==> src/rtl/rx_memory_control.sv <==
// rx_memory_control
// -----------------------------------------------------------------------------
// Receives video segments carried in Ethernet frames and writes their RGB
// pixels into VRAM. Each frame carries an 8-bit txid and a 16-bit big-endian
// segment number starting at byte HDR_OFFSET, followed by one unused byte and
// then PIXELS_PER_SEG pixels as R,G,B byte triplets. Frames that pass their
// CRC are recorded in a per-video-frame bitmap. frame_done pulses when every
// segment has arrived, or when a new video frame starts early (segment 0 with
// txid 1).
//
// Parameters
//   SEGMENTS       segments per video frame
//   PIXELS_PER_SEG pixels carried by one segment
//   HDR_OFFSET     byte offset of txid inside the received frame
//
// Ports
//   clk125MHz      Ethernet receive clock
//   rst            asynchronous, active-high reset
//   rx_en          rx_data valid this cycle; all byte processing stalls while low
//   rx_data        frame byte; byte 0 is the first byte after the SFD
//   rx_last        marks the final byte of the frame (only when rx_en=1)
//   rx_crc_ok      FCS result, sampled together with rx_last
//   vram_we        one-cycle pixel write strobe
//   vram_addr      pixel address = segment*PIXELS_PER_SEG + pixel index
//   vram_din       pixel data {R,G,B}
//   frame_done     one-cycle end-of-video-frame pulse
//   frame_complete qualifies frame_done: all SEGMENTS were received
//   seg_count      distinct committed segments in the current video frame
//
// Build option
//   RX_DUPLICATE_FILTER_EN  when defined, a segment whose bitmap bit is already
//                           set is not written to VRAM again.
//
// After any reset the receiver cannot know whether reset landed inside a
// frame, so it ignores bytes up to and including the next rx_last and starts
// parsing at the following frame's byte 0.
// -----------------------------------------------------------------------------
module rx_memory_control #(
    parameter int SEGMENTS       = 120,
    parameter int PIXELS_PER_SEG = 480,
    parameter int HDR_OFFSET     = 42
) (
    input  logic        clk125MHz,
    input  logic        rst,
    input  logic        rx_en,
    input  logic [7:0]  rx_data,
    input  logic        rx_last,
    input  logic        rx_crc_ok,
    output logic        vram_we,
    output logic [15:0] vram_addr,
    output logic [23:0] vram_din,
    output logic        frame_done,
    output logic        frame_complete,
    output logic [7:0]  seg_count
);

    localparam int          SEG_W        = (SEGMENTS > 1) ? $clog2(SEGMENTS) : 1;
    localparam logic [11:0] BYTE_TXID    = 12'(HDR_OFFSET);
    localparam logic [11:0] BYTE_SEG_HI  = 12'(HDR_OFFSET + 1);
    localparam logic [11:0] BYTE_SEG_LO  = 12'(HDR_OFFSET + 2);
    localparam logic [11:0] BYTE_HDR_END = 12'(HDR_OFFSET + 3);
    localparam logic [15:0] SEG_LIMIT    = 16'(SEGMENTS);
    localparam logic [15:0] PIX_PER_SEG  = 16'(PIXELS_PER_SEG);
    localparam logic [15:0] PIX_LAST     = 16'(PIXELS_PER_SEG - 1);
    localparam logic [7:0]  CNT_LAST     = 8'(SEGMENTS - 1);

    typedef enum logic [1:0] {
        IDLE  = 2'd0,
        HDR   = 2'd1,
        PIXEL = 2'd2,
        DRAIN = 2'd3
    } state_t;

    state_t              state_q, state_d;
    logic [11:0]         cnt_q, cnt_d;
    logic                discard_q, discard_d;
    logic [7:0]          txid_q, txid_d;
    logic [15:0]         seg_q, seg_d;
    logic                drop_q, drop_d;       // bad header: no writes, no commit
    logic                wr_off_q, wr_off_d;   // redundant copy: no writes, commit still allowed
    logic [15:0]         base_q, base_d;
    logic [15:0]         pix_q, pix_d;
    logic [1:0]          phase_q, phase_d;
    logic [7:0]          r_q, r_d, g_q, g_d;
    logic [SEGMENTS-1:0] bitmap_q, bitmap_d;
    logic [7:0]          seg_count_q, seg_count_d;
    logic                we_q, we_d;
    logic [15:0]         addr_q, addr_d;
    logic [23:0]         din_q, din_d;
    logic                done_q, done_d;
    logic                complete_q, complete_d;

    logic [SEG_W-1:0]    seg_idx_s;
    logic                hdr_ok_s;
    logic                bit_set_s;
    logic                dup_s;
    logic                commit_s;

    assign seg_idx_s = seg_q[SEG_W-1:0];
    assign hdr_ok_s  = (txid_q != 8'd0) && (seg_q < SEG_LIMIT);
    assign bit_set_s = bitmap_q[seg_idx_s];

`ifdef RX_DUPLICATE_FILTER_EN
    assign dup_s = bit_set_s;
`else
    assign dup_s = 1'b0;
`endif

    // Byte parser FSM, pixel packer and segment bitmap next-state logic.
    always_comb begin
        state_d     = state_q;
        cnt_d       = cnt_q;
        discard_d   = discard_q;
        txid_d      = txid_q;
        seg_d       = seg_q;
        drop_d      = drop_q;
        wr_off_d    = wr_off_q;
        base_d      = base_q;
        pix_d       = pix_q;
        phase_d     = phase_q;
        r_d         = r_q;
        g_d         = g_q;
        bitmap_d    = bitmap_q;
        seg_count_d = seg_count_q;
        we_d        = 1'b0;
        addr_d      = addr_q;
        din_d       = din_q;
        done_d      = 1'b0;
        complete_d  = 1'b0;
        commit_s    = 1'b0;

        if (rx_en) begin
            cnt_d = cnt_q + 12'd1;
            if (discard_q) begin
                if (rx_last) begin
                    discard_d = 1'b0;
                    cnt_d     = 12'd0;
                end else begin
                    discard_d = 1'b1;
                end
            end else begin
                // Header fields are only captured before the pixel payload.
                if ((state_q == IDLE) || (state_q == HDR)) begin
                    if (cnt_q == BYTE_TXID) begin
                        txid_d = rx_data;
                    end else if (cnt_q == BYTE_SEG_HI) begin
                        seg_d = {rx_data, seg_q[7:0]};
                    end else if (cnt_q == BYTE_SEG_LO) begin
                        seg_d = {seg_q[15:8], rx_data};
                    end else begin
                        txid_d = txid_q;
                    end
                end else begin
                    txid_d = txid_q;
                end

                case (state_q)
                    IDLE: begin
                        state_d  = HDR;
                        drop_d   = 1'b0;
                        wr_off_d = 1'b0;
                        pix_d    = 16'd0;
                        phase_d  = 2'd0;
                    end
                    HDR: begin
                        if (cnt_q == BYTE_HDR_END) begin
                            state_d  = PIXEL;
                            drop_d   = !hdr_ok_s;
                            wr_off_d = hdr_ok_s && dup_s;
                            base_d   = seg_q * PIX_PER_SEG;
                        end else begin
                            state_d = HDR;
                        end
                    end
                    PIXEL: begin
                        case (phase_q)
                            2'd0: begin
                                r_d     = rx_data;
                                phase_d = 2'd1;
                            end
                            2'd1: begin
                                g_d     = rx_data;
                                phase_d = 2'd2;
                            end
                            default: begin
                                phase_d = 2'd0;
                                pix_d   = pix_q + 16'd1;
                                if (!drop_q && !wr_off_q) begin
                                    we_d   = 1'b1;
                                    addr_d = base_q + pix_q;
                                    din_d  = {r_q, g_q, rx_data};
                                end else begin
                                    we_d = 1'b0;
                                end
                                if (pix_q == PIX_LAST) begin
                                    state_d = DRAIN;
                                end else begin
                                    state_d = PIXEL;
                                end
                            end
                        endcase
                    end
                    DRAIN: begin
                        state_d = DRAIN;
                    end
                    default: begin
                        state_d = IDLE;
                    end
                endcase

                // A frame ending before its header is complete is a runt and
                // never commits; a frame ending exactly on the last header
                // byte commits using the header decision made this cycle.
                if (rx_last) begin
                    state_d  = IDLE;
                    cnt_d    = 12'd0;
                    commit_s = rx_crc_ok &&
                               (((state_q == HDR) && (cnt_q == BYTE_HDR_END) && hdr_ok_s) ||
                                (((state_q == PIXEL) || (state_q == DRAIN)) && !drop_q));
                end else begin
                    commit_s = 1'b0;
                end
            end
        end else begin
            cnt_d = cnt_q;
        end

        // Completion wins over the early-restart rule when both could apply.
        if (commit_s) begin
            if (!bit_set_s && (seg_count_q == CNT_LAST)) begin
                bitmap_d    = '0;
                seg_count_d = 8'd0;
                done_d      = 1'b1;
                complete_d  = 1'b1;
            end else if ((seg_q == 16'd0) && (txid_q == 8'd1) && (seg_count_q != 8'd0)) begin
                bitmap_d    = '0;
                bitmap_d[0] = 1'b1;
                seg_count_d = 8'd1;
                done_d      = 1'b1;
                complete_d  = 1'b0;
            end else begin
                bitmap_d[seg_idx_s] = 1'b1;
                if (!bit_set_s) begin
                    seg_count_d = seg_count_q + 8'd1;
                end else begin
                    seg_count_d = seg_count_q;
                end
            end
        end else begin
            bitmap_d = bitmap_d;
        end
    end

    // State and output registers; reset also arms the resync-to-next-frame flag.
    always_ff @(posedge clk125MHz or posedge rst) begin
        if (rst) begin
            state_q     <= IDLE;
            cnt_q       <= 12'd0;
            discard_q   <= 1'b1;
            txid_q      <= 8'd0;
            seg_q       <= 16'd0;
            drop_q      <= 1'b0;
            wr_off_q    <= 1'b0;
            base_q      <= 16'd0;
            pix_q       <= 16'd0;
            phase_q     <= 2'd0;
            r_q         <= 8'd0;
            g_q         <= 8'd0;
            bitmap_q    <= '0;
            seg_count_q <= 8'd0;
            we_q        <= 1'b0;
            addr_q      <= 16'd0;
            din_q       <= 24'd0;
            done_q      <= 1'b0;
            complete_q  <= 1'b0;
        end else begin
            state_q     <= state_d;
            cnt_q       <= cnt_d;
            discard_q   <= discard_d;
            txid_q      <= txid_d;
            seg_q       <= seg_d;
            drop_q      <= drop_d;
            wr_off_q    <= wr_off_d;
            base_q      <= base_d;
            pix_q       <= pix_d;
            phase_q     <= phase_d;
            r_q         <= r_d;
            g_q         <= g_d;
            bitmap_q    <= bitmap_d;
            seg_count_q <= seg_count_d;
            we_q        <= we_d;
            addr_q      <= addr_d;
            din_q       <= din_d;
            done_q      <= done_d;
            complete_q  <= complete_d;
        end
    end

    assign vram_we        = we_q;
    assign vram_addr      = addr_q;
    assign vram_din       = din_q;
    assign frame_done     = done_q;
    assign frame_complete = complete_q;
    assign seg_count      = seg_count_q;

endmodule

==> config.mk <==
export PLATFORM = sky130hd
export DESIGN_NAME = rx_memory_control
export DESIGN_NICKNAME = d
export VERILOG_FILES = /design/src/rtl/rx_memory_control.sv
export SDC_FILE = /design/constraint.sdc
export NUM_CORES = 1
export LEC_CHECK = 0
export ABC_AREA = 1
export CORE_MARGIN = 2
export CORE_UTILIZATION = 45
export DETAILED_ROUTE_END_ITERATION = 10
export HOLD_SLACK_MARGIN = 0.15
export MAX_ROUTING_LAYER = met4
export PLACE_DENSITY = 0.58
export SYNTH_ARGS = -nofsm -noshare
export SYNTH_HDL_FRONTEND = slang
export SYNTH_SLANG_ARGS = --single-unit
==> constraint.sdc <==
create_clock -name clk125MHz -period 10.1 [get_ports clk125MHz]
set_clock_uncertainty 0.15 [all_clocks]
set_input_delay 2.02 -clock clk125MHz [delete_from_list [all_inputs] [get_ports clk125MHz]]
set_output_delay 2.02 -clock clk125MHz [all_outputs]
set_load 0.01 [all_outputs]
# Word-level counts from Yosys, hierarchy flattened
# Cells that the tools add are included.
# word_totals
in_bits	13
wordCells	125
register_bits	257
output_inout_bits	51
# op_classes
reduce_logical	37
add_sub_neg	4
mul	1
n_eq_ne	15
order_cmp	3
mux	40
bitwise_logic	5
# ops
cell	n
120-bit two-way mux	2
120-bit bitwise OR	1
12-bit by 6-bit == test with 1-bit output, second input constant	4
16-bit two-way mux	2
8-bit two-way mux	4
16-bit one-hot mux with 2 select lines	1
4-bit AND reduction	6
1-bit two-way mux	20
16-bit by 1-bit adder with 16-bit output, second input constant	1
16-bit adder	1
16-bit by 9-bit == test with 1-bit output, second input constant	1
16-bit zero test	1
16-bit by 7-bit less-than comparator with 1-bit output, second input constant	1
16-bit by 4-bit multiplier with 11-bit output, second input constant	1
8-bit nonzero test	2
12-bit by 1-bit adder with 12-bit output, second input constant	1
12-bit two-way mux	1
1-bit logical AND	10
5-bit AND reduction	2
8-bit by 1-bit adder with 8-bit output, second input constant	1
8-bit by 1-bit == test with 1-bit output, second input constant	1
8-bit by 7-bit == test with 1-bit output, second input constant	1
7-bit by 8-bit less-than comparator with 1-bit output, second input constant	1
2-bit one-hot mux with 2 select lines	2
other kinds (21)	37

# Longest topological paths before layout
# Gate-level depths: netlist of the first run.
# depth
word_depth	9
ltp_mapped	19

# Worst setup path before layout of the first run
# Ideal clock, no wire load.
# synth_path
path_kind	reg2reg
startpoint	register seg_q[2]
endpoint	register base_q[14]
path_stages_with_launch	18
slack_ns	6.589
arrival_time_ns	3.232
n_path_buf	2
setup_time_ns	0.130
cell_sequence	dfrtp_1 > buf_2 > inv_1 > buf_2 > fa_1 > fa_1 > inv_1 > ha_1 > a21oi_1 > nand2_1 > nand2_1 > nand2_1 > a21oi_1 > nor2_1 > o21ai_0 > nand2_1 > xnor2_1 > o21ai_0
# synth_between
elab_chain_cells	1
# synth_lines
element	line_no	source
start: declaration	78	logic [15:0] seg_q, seg_d;
start signal: assignment	281	seg_q <= seg_d;
16-bit by 4-bit multiplier with 11-bit output	170	base_d = seg_q * PIX_PER_SEG;
end signal: assignment	284	base_q <= base_d;
end: declaration	81	logic [15:0] base_q, base_d;
# No other way between the ends.
# A chain may end at the register's enable or synchronous reset.

# Worst setup path after layout of the first run
# layout_path
startpoint	register seg_q[0]
endpoint	register bitmap_q[19]
# layout_between
elab_chain_cells	8
word_cells_on_any_way	23
# layout_lines
element	line_no	source
16-bit by 7-bit less-than comparator with 1-bit output	100	assign hdr_ok_s = (txid_q != 8'd0) && (seg_q < SEG_LIMIT);
1-bit logical AND	100	
1-bit logical AND	218	(((state_q == HDR) && (cnt_q == BYTE_HDR_END) && hdr_ok_s) ||
1-bit logical OR	218	
1-bit logical AND	217	commit_s = rx_crc_ok &&
1-bit two-way mux	214	if (rx_last) begin
1-bit two-way mux	134	if (discard_q) begin
1-bit two-way mux	132	if (rx_en) begin
end signal: assignment	289	bitmap_q <= bitmap_d;
end: declaration	85	logic [SEGMENTS-1:0] bitmap_q, bitmap_d;
# Parallel ways exist; a longest one is shown, timed or not. The select of a mux whose other input is x is not followed.

==> reports/metrics.cfg, run 1 <==
[timing]
min_period_over_period_pct = 45.3
hold_ws_ps = 317
slew_viol_final = 0
finalHoldViolCount = 0
setup_viol = 0
fin_tns_setup_ps = 0
rsz0062_at_grt = false
worst_slew_pin_slew_ps = 1120
period_minus_slack_ps = 4580
slew-limit-headroom_pct = 25.5
max_freq_mhz = 219

[global_route]
first_global_vias = 11800
grt_pass1_wl_um = 63800
grt_max_degree = 183
antenna_found_initial = 0
grt_usage_pct = 23.9
grt_remaining_overflow = 0

[final_layout]
drive_gt1_share_pct = 4.37
syn2layout_area_growth_pct = 11.6
fin_area_sq_um = 16300
num_antenna_cells = 0
nNetsFinal = 1997
fillers = 3137

[power_and_ir_drop]
p_sw_mw = 0.631
combPwrFrac_pct = 10.5
max-vdd-ir-drop_mv = 0.124
power_density_nw_per_um2 = 154
seqPwrFrac_pct = 46.7
leakagePower_nw = 7.87
switching_share_pct = 25.2
clockPowerShare_pct = 42.9
intPower_mw = 1.88

[synthesis]
yosysUniqueCellTypes = 49
ys_warn_count = 0
ys.flop_type = dfrtp_1
syn_area_per_cell_sq_um = 7.62
ys_seq_elements = 256
synth_most_common_cell = nand2_1
synth_area_leaders = dfrtp_1 44%, nand2_1 12%, nand3_1 8.0%
synth_commonest_cells = 451 x nand2_1, 255 x dfrtp_1, 233 x nand3_1
synth_top_area_share_pct = 43.6
synth_edf_count = 0
netlist_area_sq_um = 14600
yosysSeqAreaShare_pct = 43.8
synth_nets = 1993
ys_async_sr_fraction_pct = 100
synth_top_cell_by_area = dfrtp_1
syn_inst = 1919

[floorplanning]
die_area_sq_um = 34000
die_h_um = 184
core-area_sq_um = 32300
die_w_um = 184
row_count = 66
start_util_pct = 45.3
ios = 64

[setup_path]
critical_path.startpoint = seg_q[0]
slowest_stage = buf_4
path_class = register to register
cp.arrival_ps = 4820
regToRegStartpoint = seg_q[0]
crit_required_ps = 10350
r2r_slack_ps = 5520
crit_end = bitmap_q[19]
critPathMaxStageDelay_ps = 910
cp-start-kind = register
worst_r2r_path_depth = 10
regToRegEndpoint = bitmap_q[19]
cp_common_cell = nand3_1
cp_cell_sequence = inv_2 -> ha_1 -> inv_1 -> nor4_1 -> nand3_1 -> nor2_4 -> buf_4 -> nor2_1 -> nand3_1 -> o21ai_0
end_kind = register
cp_max_fo = 88

[detailed_routing]
drc = 0
wl_um = 39200
detail-route-antenna-nets = 0
wire_per_inst_um = 16.4
first_pass_iters = 5
num_vias = 12800
drt-initial-drc-count = 1057
vias_per_cell = 5.35

[clock_tree]
cts_max_level = 1
ctsHoldBuffers = 0
clock_latency_ps = 560
cts_resized = 0
postCtsSetupBuffers = 0
clock_sinks = 256
cts_buffers = 30
cts_root_buf = clkbuf_16
clkSlewWorstSetupHoldPaths_ps = 60
cts_buffer_depth = 3
cts_tree = built

[worst_hold_path]
min_path_cells = 2
hold_path.class = register to register

[placement]
portBuffers = 63
hpwl_um = 22700
place.gp.congestion = 0.807
placed_cell_area_sq_um = 15400

[job]
drv_cap = 0

[run_status]
status = finished, final reports clean

-- routing by layer --
metal / track usage (%) / share of wire, % / wire length, um / vias up
li1: - / - / - / 6276
met1: 35.2 / 49 / 19100 / 6063
met2: 35.5 / 44 / 17300 / 380
met3: 3.14 / 5.5 / 2180 / 51
met4: 4.83 / 1.5 / 569 / 0
met5: - / 0 / 0 / -
-- critical path, delay by kind of cell (launching register included) --
family	cells	cell delay, ps
AO/OA/AOI/OAI	1	100
flip-flops	1	640
adder cells (fa/ha/maj)	1	270
buffers and inverters	3	1720
AND/OR/NAND/NOR	5	1450
-- cell families (layout without fill, tap and decap cells) --
| kind of cell | Yosys count | after routing | synth area share (%) |
|---|---|---|---|
| buffers and inverters | 294 | 318 | 8.92 |
| adders and majority gates | 61 | 61 | 6.04 |
| and+or+nand+nor | 923 | 923 | 27.0 |
| AOI/OAI and AO/OA | 366 | 366 | 13.1 |
| DFF | 256 | 256 | 43.8 |
| xor gates and xnor gates | 19 | 19 | 1.14 |
-- cells in the final DEF (no fill, tap or decap), types with 3 or more instances in the layout --
cell               n
dfrtp_1          254
fa_1              16
o21ai_0          118
o21ai_1           55
nor3_2             3
xnor2_1           10
or2_2              4
nand4_1           10
a21oi_1          166
clkbuf_8           4
nor3_1            17
nor2_2             7
o31ai_1            3
clkbuf_16         31
inv_2              5
nand2_1          451
nor2_1           172
ha_1              45
buf_4              7
clkdlybuf4s50_1   63
clkbuf_1          11
inv_1            187
clkinv_2           3
xor2_1             9
o211ai_1          10
nand3_1          233
nor4_1             8
nand2_2            3
-- stage by stage --
| step | utilization (%) | worst slack, ps | power (mW) | cells |
|---|---|---|---|---|
| 2_1_floorplan | - | 890 | 1.35 | 1919 |
| 3_3_place_gp | 47.6 | 5040 | 1.44 | 2333 |
| 3_5_place_dp | 47.6 | 5040 | 1.45 | 2333 |
| 4_1_cts | 50.5 | 5540 | 2.52 | 2385 |
| 5_1_grt | 50.5 | 5250 | 2.62 | 2385 |
| 6_report | 50.5 | 5520 | 2.51 | 2385 |
-- cell type report --
cell class	count	area [sq um]	area share, %
multi-input combinational	1369	6940	42.5
sequential	256	6410	39.3
clock buffer	46	872	5.35
inverter	194	738	4.52
timing repair buffer	72	723	4.43
tap	442	553	3.39
clock inverter	6	82.6	0.506
-- power by group through the flow --
stage	logic [mW]	registers [mW]	clock network [mW]
after global routing	0.304	1.18	1.14
after CTS	0.267	1.17	1.09
final	0.263	1.17	1.07
after detailed placement	0.266	1.19	0
after floorplan	0.168	1.19	0
after global placement	0.257	1.18	0
-- flip-flops by register name, summed over array words and instances (netlist names), 11 cells and up --
signal,cells
pix_q,16
bitmap_q,120
vram_din,24
vram_addr,16
seg_q,16
base_q,11
cnt_q,12
-- how the worst min path moves through the flow --
stage | from | end | slack, ps
final | vram_din[19] | vram_din[19] | 320
after global routing | r_q[6] | vram_din[22] | 340
after CTS | vram_din[19] | vram_din[19] | 320
after detailed placement | vram_din[19] | vram_din[19] | 310
after global placement | vram_din[23] | vram_din[23] | 300
after floorplan | g_q[2] | vram_din[10] | 300
Power figures use the tool's default switching activity.
==> run 2: changes to the inputs <==
Clock period 10.1 ns to 4.6 ns, I/O delays scaled along.
==> run 2 against run 1 <==
Register-to-register slack got worse by 4500 ps. Sequential share of layout area decreased by 0.32 points. Sequential power increased by 120%. Utilization increased by 0.42 points. Power increased by 120%. Clock power increased by 130%. Hold slack improved by 6.5 ps. Critical path type unchanged. Largest cell class unchanged. Highest routed layer unchanged.
==> reports/metrics.cfg, run 2 (synthesis gave the netlist of run 1 again) <==
[run_status]
status = finished, final reports clean

[floorplanning]
die_h_um = 184
die_area_sq_um = 34000
start_util_pct = 45.3
core-area_sq_um = 32300
die_w_um = 184
row_count = 66
ios = 64

[worst_hold_path]
hold_path.class = register to register

[clock_tree]
cts_tree = built
cts_buffers = 29
clkSlewWorstSetupHoldPaths_ps = 70
cts_max_level = 1
cts_buffer_depth = 3
postCtsSetupBuffers = 0
clock_sinks = 256
ctsHoldBuffers = 0
clock_latency_ps = 550
cts_root_buf = clkbuf_16
cts_resized = 0

[final_layout]
final_common_cell = nand2_1
largest_reg_flops = 120
num_antenna_cells = 0
nNetsFinal = 2004
top_register = bitmap_q
drive_gt1_share_pct = 4.87
fin_util_pct = 50.9
fin_cells = 2394
final_cell_mix = 451 x nand2_1, 254 x dfrtp_1, 233 x nand3_1
syn2layout_area_growth_pct = 12.5

[placement]
preCtsSetupSlack_ps = 1060
dp_cells = 2341
place.gp.congestion = 0.861
hpwl_um = 23800
portBuffers = 63

[detailed_routing]
drc = 0
vias_per_cell = 5.31
wl_um = 39500
drt-initial-drc-count = 1217
num_vias = 12700
first_pass_iters = 5
detail-route-antenna-nets = 0
wire_per_inst_um = 16.5

[global_route]
grt_remaining_overflow = 0
first_global_vias = 12000
antenna_found_initial = 0
grt_pass1_wl_um = 65300
grt_usage_pct = 24.5
grt_max_degree = 130

[setup_path]
end_kind = register
critical_path.startpoint = seg_q[1]
cp_max_fo = 39
r2r_slack_ps = 1050
crit_required_ps = 4870
path_class = register to register
regToRegStartpoint = seg_q[1]
cp-start-kind = register
crit_end = base_q[15]
cp.arrival_ps = 3820
worst_r2r_path_depth = 13
regToRegEndpoint = base_q[15]

[timing]
slew-limit-headroom_pct = 19.2
worst_slew_pin_slew_ps = 1210
max_freq_mhz = 282
hold_ws_ps = 324
setup_slack_ps = 1050
period_minus_slack_ps = 3550
min_period_over_period_pct = 77.1
finalHoldViolCount = 0
rsz0062_at_grt = false
fin_tns_setup_ps = 0
slew_viol_final = 0
setup_viol = 0

[power_and_ir_drop]
leakagePower_nw = 7.94
power_density_nw_per_um2 = 340
max-vdd-ir-drop_mv = 0.239

[job]
drv_cap = 0

[run 2: layout make-up]
cell class                 instances  area, sq um
tap                              442          553
fill                            3149        15800
timing repair buffer              80          821
clock buffer                      43          838
multi-input combinational       1369         6930
clock inverter                    10          163
sequential                       256         6410
inverter                         194          734
[run 2: layer usage]
layer	track usage, %	vias to the layer above	wire [um]
li1	-	6285	-
met3	2.55	42	1910
met4	4.19	0	562
met1	36.1	6081	19300
met5	-	-	0
met2	37.0	298	17700
[run 2: worst max-delay path: stages, from the launching register on]
cell and delay [ps]:
dfrtp_1 380, buf_4 480, fa_1 550, fa_1 490, fa_1 420, nand3_1 110
nand3_1 110, a21oi_1 150, o21bai_1 90, nand2_1 80, nand2_1 50, a21oi_1 150
xor2_1 150, o21ai_0 80
[run 2: power breakdown]
part | switching [mW] | leakage (nW) | internal [mW] | total (mW)
Combinational | 0.318 | 4.13 | 0.265 | 0.584
Clock | 0.954 | 0.483 | 1.48 | 2.44
Sequential | 0.112 | 3.33 | 2.45 | 2.57
[run 2: worst min-delay path by stage]
stage | startpoint | endpoint | cells after the start
floorplan | g_q[2] | vram_din[10] | 2
global placement | vram_din[22] | vram_din[22] | 2
detailed placement | vram_din[22] | vram_din[22] | 2
CTS | vram_din[22] | vram_din[22] | 2
global route | vram_addr[2] | vram_addr[2] | 2
finish | vram_din[9] | vram_din[9] | 2
[run 2: through the flow]
stage	total power, mW	area, sq um
after floorplan	2.97	14600
after CTS	5.64	16500
after global routing	5.84	16500
after detailed placement	3.19	15400
final	5.59	16500
after global placement	3.17	15400
==> run 3: changes to the inputs <==
Settings changed: PLACE_DENSITY 0.58 to 0.61.
Clock period 4.6 ns to 2.95 ns, I/O delays scaled along.
==> run 3 against run 2 <==
First-iteration DRC count decreased by 0.16%. Clock-buffer cell count fell by 6. Fmax increased by 19%. Clock power is 58% higher. Register-to-register slack worse by 1100 ps. Combinational power grew 60%. Sequential share of layout area down 1.7 points. Highest routed layer unchanged. Via count is 2.8% higher. The flow now finishes with violations (negative setup slack).
==> reports/metrics.cfg, run 3 (synthesis gave the netlist of run 1 again) <==
[floorplanning]
start_util_pct = 45.3
row_count = 66
die_w_um = 184
die_h_um = 184
core-area_sq_um = 32300
die_area_sq_um = 34000
ios = 64

[clock_tree]
cts_root_buf = clkbuf_16
cts_buffer_depth = 3
clock_sinks = 256
cts_buffers = 31
ctsHoldBuffers = 0
clkSlewWorstSetupHoldPaths_ps = 60
clock_latency_ps = 560
cts_tree = built
cts_max_level = 1

[global_route]
grt_remaining_overflow = 0
grt_usage_pct = 24.5
grt_pass1_wl_um = 65600
first_global_vias = 12300
antenna_found_initial = 0
grt_max_degree = 91

[timing]
setup_viol = 2
slew-limit-headroom_pct = 38.2
max_freq_mhz = 335
finalHoldViolCount = 0
min_period_over_period_pct = 101
worst_slew_pin_slew_ps = 926
setup_slack_ps = -35.6
rsz0062_at_grt = true
hold_ws_ps = 175
period_minus_slack_ps = 2990
slew_viol_final = 0

[final_layout]
num_antenna_cells = 0
final_cell_mix = 449 x nand2_1, 254 x dfrtp_1, 231 x nand3_1
syn2layout_area_growth_pct = 17.5
top_register = bitmap_q
drive_gt1_share_pct = 8.93
largest_reg_flops = 120
final_common_cell = nand2_1
nNetsFinal = 2069

[placement]
preCtsSetupSlack_ps = -121
place.gp.congestion = 0.850
portBuffers = 63
hpwl_um = 25500

[run_status]
status = finished, violations left
violations = negative setup slack

[detailed_routing]
first_pass_iters = 5
wire_per_inst_um = 16.3
wl_um = 40000
drt-initial-drc-count = 1215
drc = 0
vias_per_cell = 5.32
num_vias = 13100
detail-route-antenna-nets = 0

[setup_path]
end_kind = register
regToRegStartpoint = seg_q[3]
cp-start-kind = register
worst_r2r_path_depth = 14
r2r_slack_ps = -40
path_class = register to register
cp.arrival_ps = 3280
crit_required_ps = 3250
cp_max_fo = 4
regToRegEndpoint = base_q[15]

[worst_hold_path]
hold_path.class = input pin to async pin

[job]
drv_cap = 0

[power_and_ir_drop]
max-vdd-ir-drop_mv = 0.371
power_density_nw_per_um2 = 511
leakagePower_nw = 8.30

[run 3: cell types whose count changed in the layout (fill, tap and decap cells not counted), moves of 3 or more]
cell / before / now
buf_4: 12 / 61
inv_6: 1 / 5
o21ai_1: 55 / 59
inv_2: 5 / 8
inv_1: 187 / 183
clkinvlp_4: 3 / 9
a21oi_2: 0 / 4
o21ai_0: 118 / 114
buf_12: 5 / 17
clkbuf_1: 8 / 2
a21oi_1: 166 / 162
[run 3: worst max-delay path: stages (launching register included)]
cell	delay, ps
dfrtp_1	380
clkinvlp_4	160
fa_1	540
fa_1	530
inv_2	50
ha_4	220
nand2_2	60
nand3_2	90
a21oi_2	120
o21bai_1	80
nand2_1	80
nand2_1	70
a21oi_2	130
xor2_1	150
o21ai_1	70
[run 3: repair_timing]
action	4_1_cts	5_1_grt
gates resized for setup	3	6
setup endpoints to repair	3	66
setup buffers	1	1
pin swaps	8	2
endpoints found under the hold margin	0	0
[run 3: layout make-up]
type	count	area (sq um)
Sequential cell	256	6410
Clock buffer	37	838
Tap cell	442	553
Fill cell	3023	15100
Multi-Input combinational cell	1369	7000
Clock inverter	16	188
Inverter	194	741
Timing Repair Buffer	143	1450
[run 3: worst max path at each step]
stage | from | to
3_5_place_dp | seg_q[0] | base_q[15]
5_1_grt | seg_q[3] | base_q[15]
6_report | seg_q[3] | base_q[15]
3_3_place_gp | seg_q[0] | base_q[15]
2_1_floorplan | rst | base_q[10]
4_1_cts | seg_q[3] | base_q[15]
[run 3: layer usage]
metal	vias up	global-route usage, %	wire length [um]
li1	6417	-	-
met1	6246	35.4	19300
met2	350	37.3	17900
met3	54	2.59	2080
met4	0	5.54	677
met5	-	-	0
[run 3: metrics by stage]
stage / area (sq um) / power, mW / cells / util [%] / TNS, ps
CTS: 17200 / 8.87 / 2456 / 53.1 / -94.0
finish: 17200 / 8.78 / 2457 / 53.2 / -68.4
detailed placement: 16100 / 5.00 / 2402 / 49.9 / -190
global route: 17200 / 9.18 / 2457 / 53.2 / -628
global placement: 16100 / 4.96 / 2402 / 49.9 / -146
floorplan: 14700 / 4.64 / 1919 / - / -296670
[run 3: power by group]
group / internal, mW / leakage [nW] / switching [mW]
sequential: 3.83 / 3.33 / 0.176
combinational: 0.428 / 4.49 / 0.504
clock: 2.29 / 0.483 / 1.56
total: 6.54 / 8.30 / 2.24
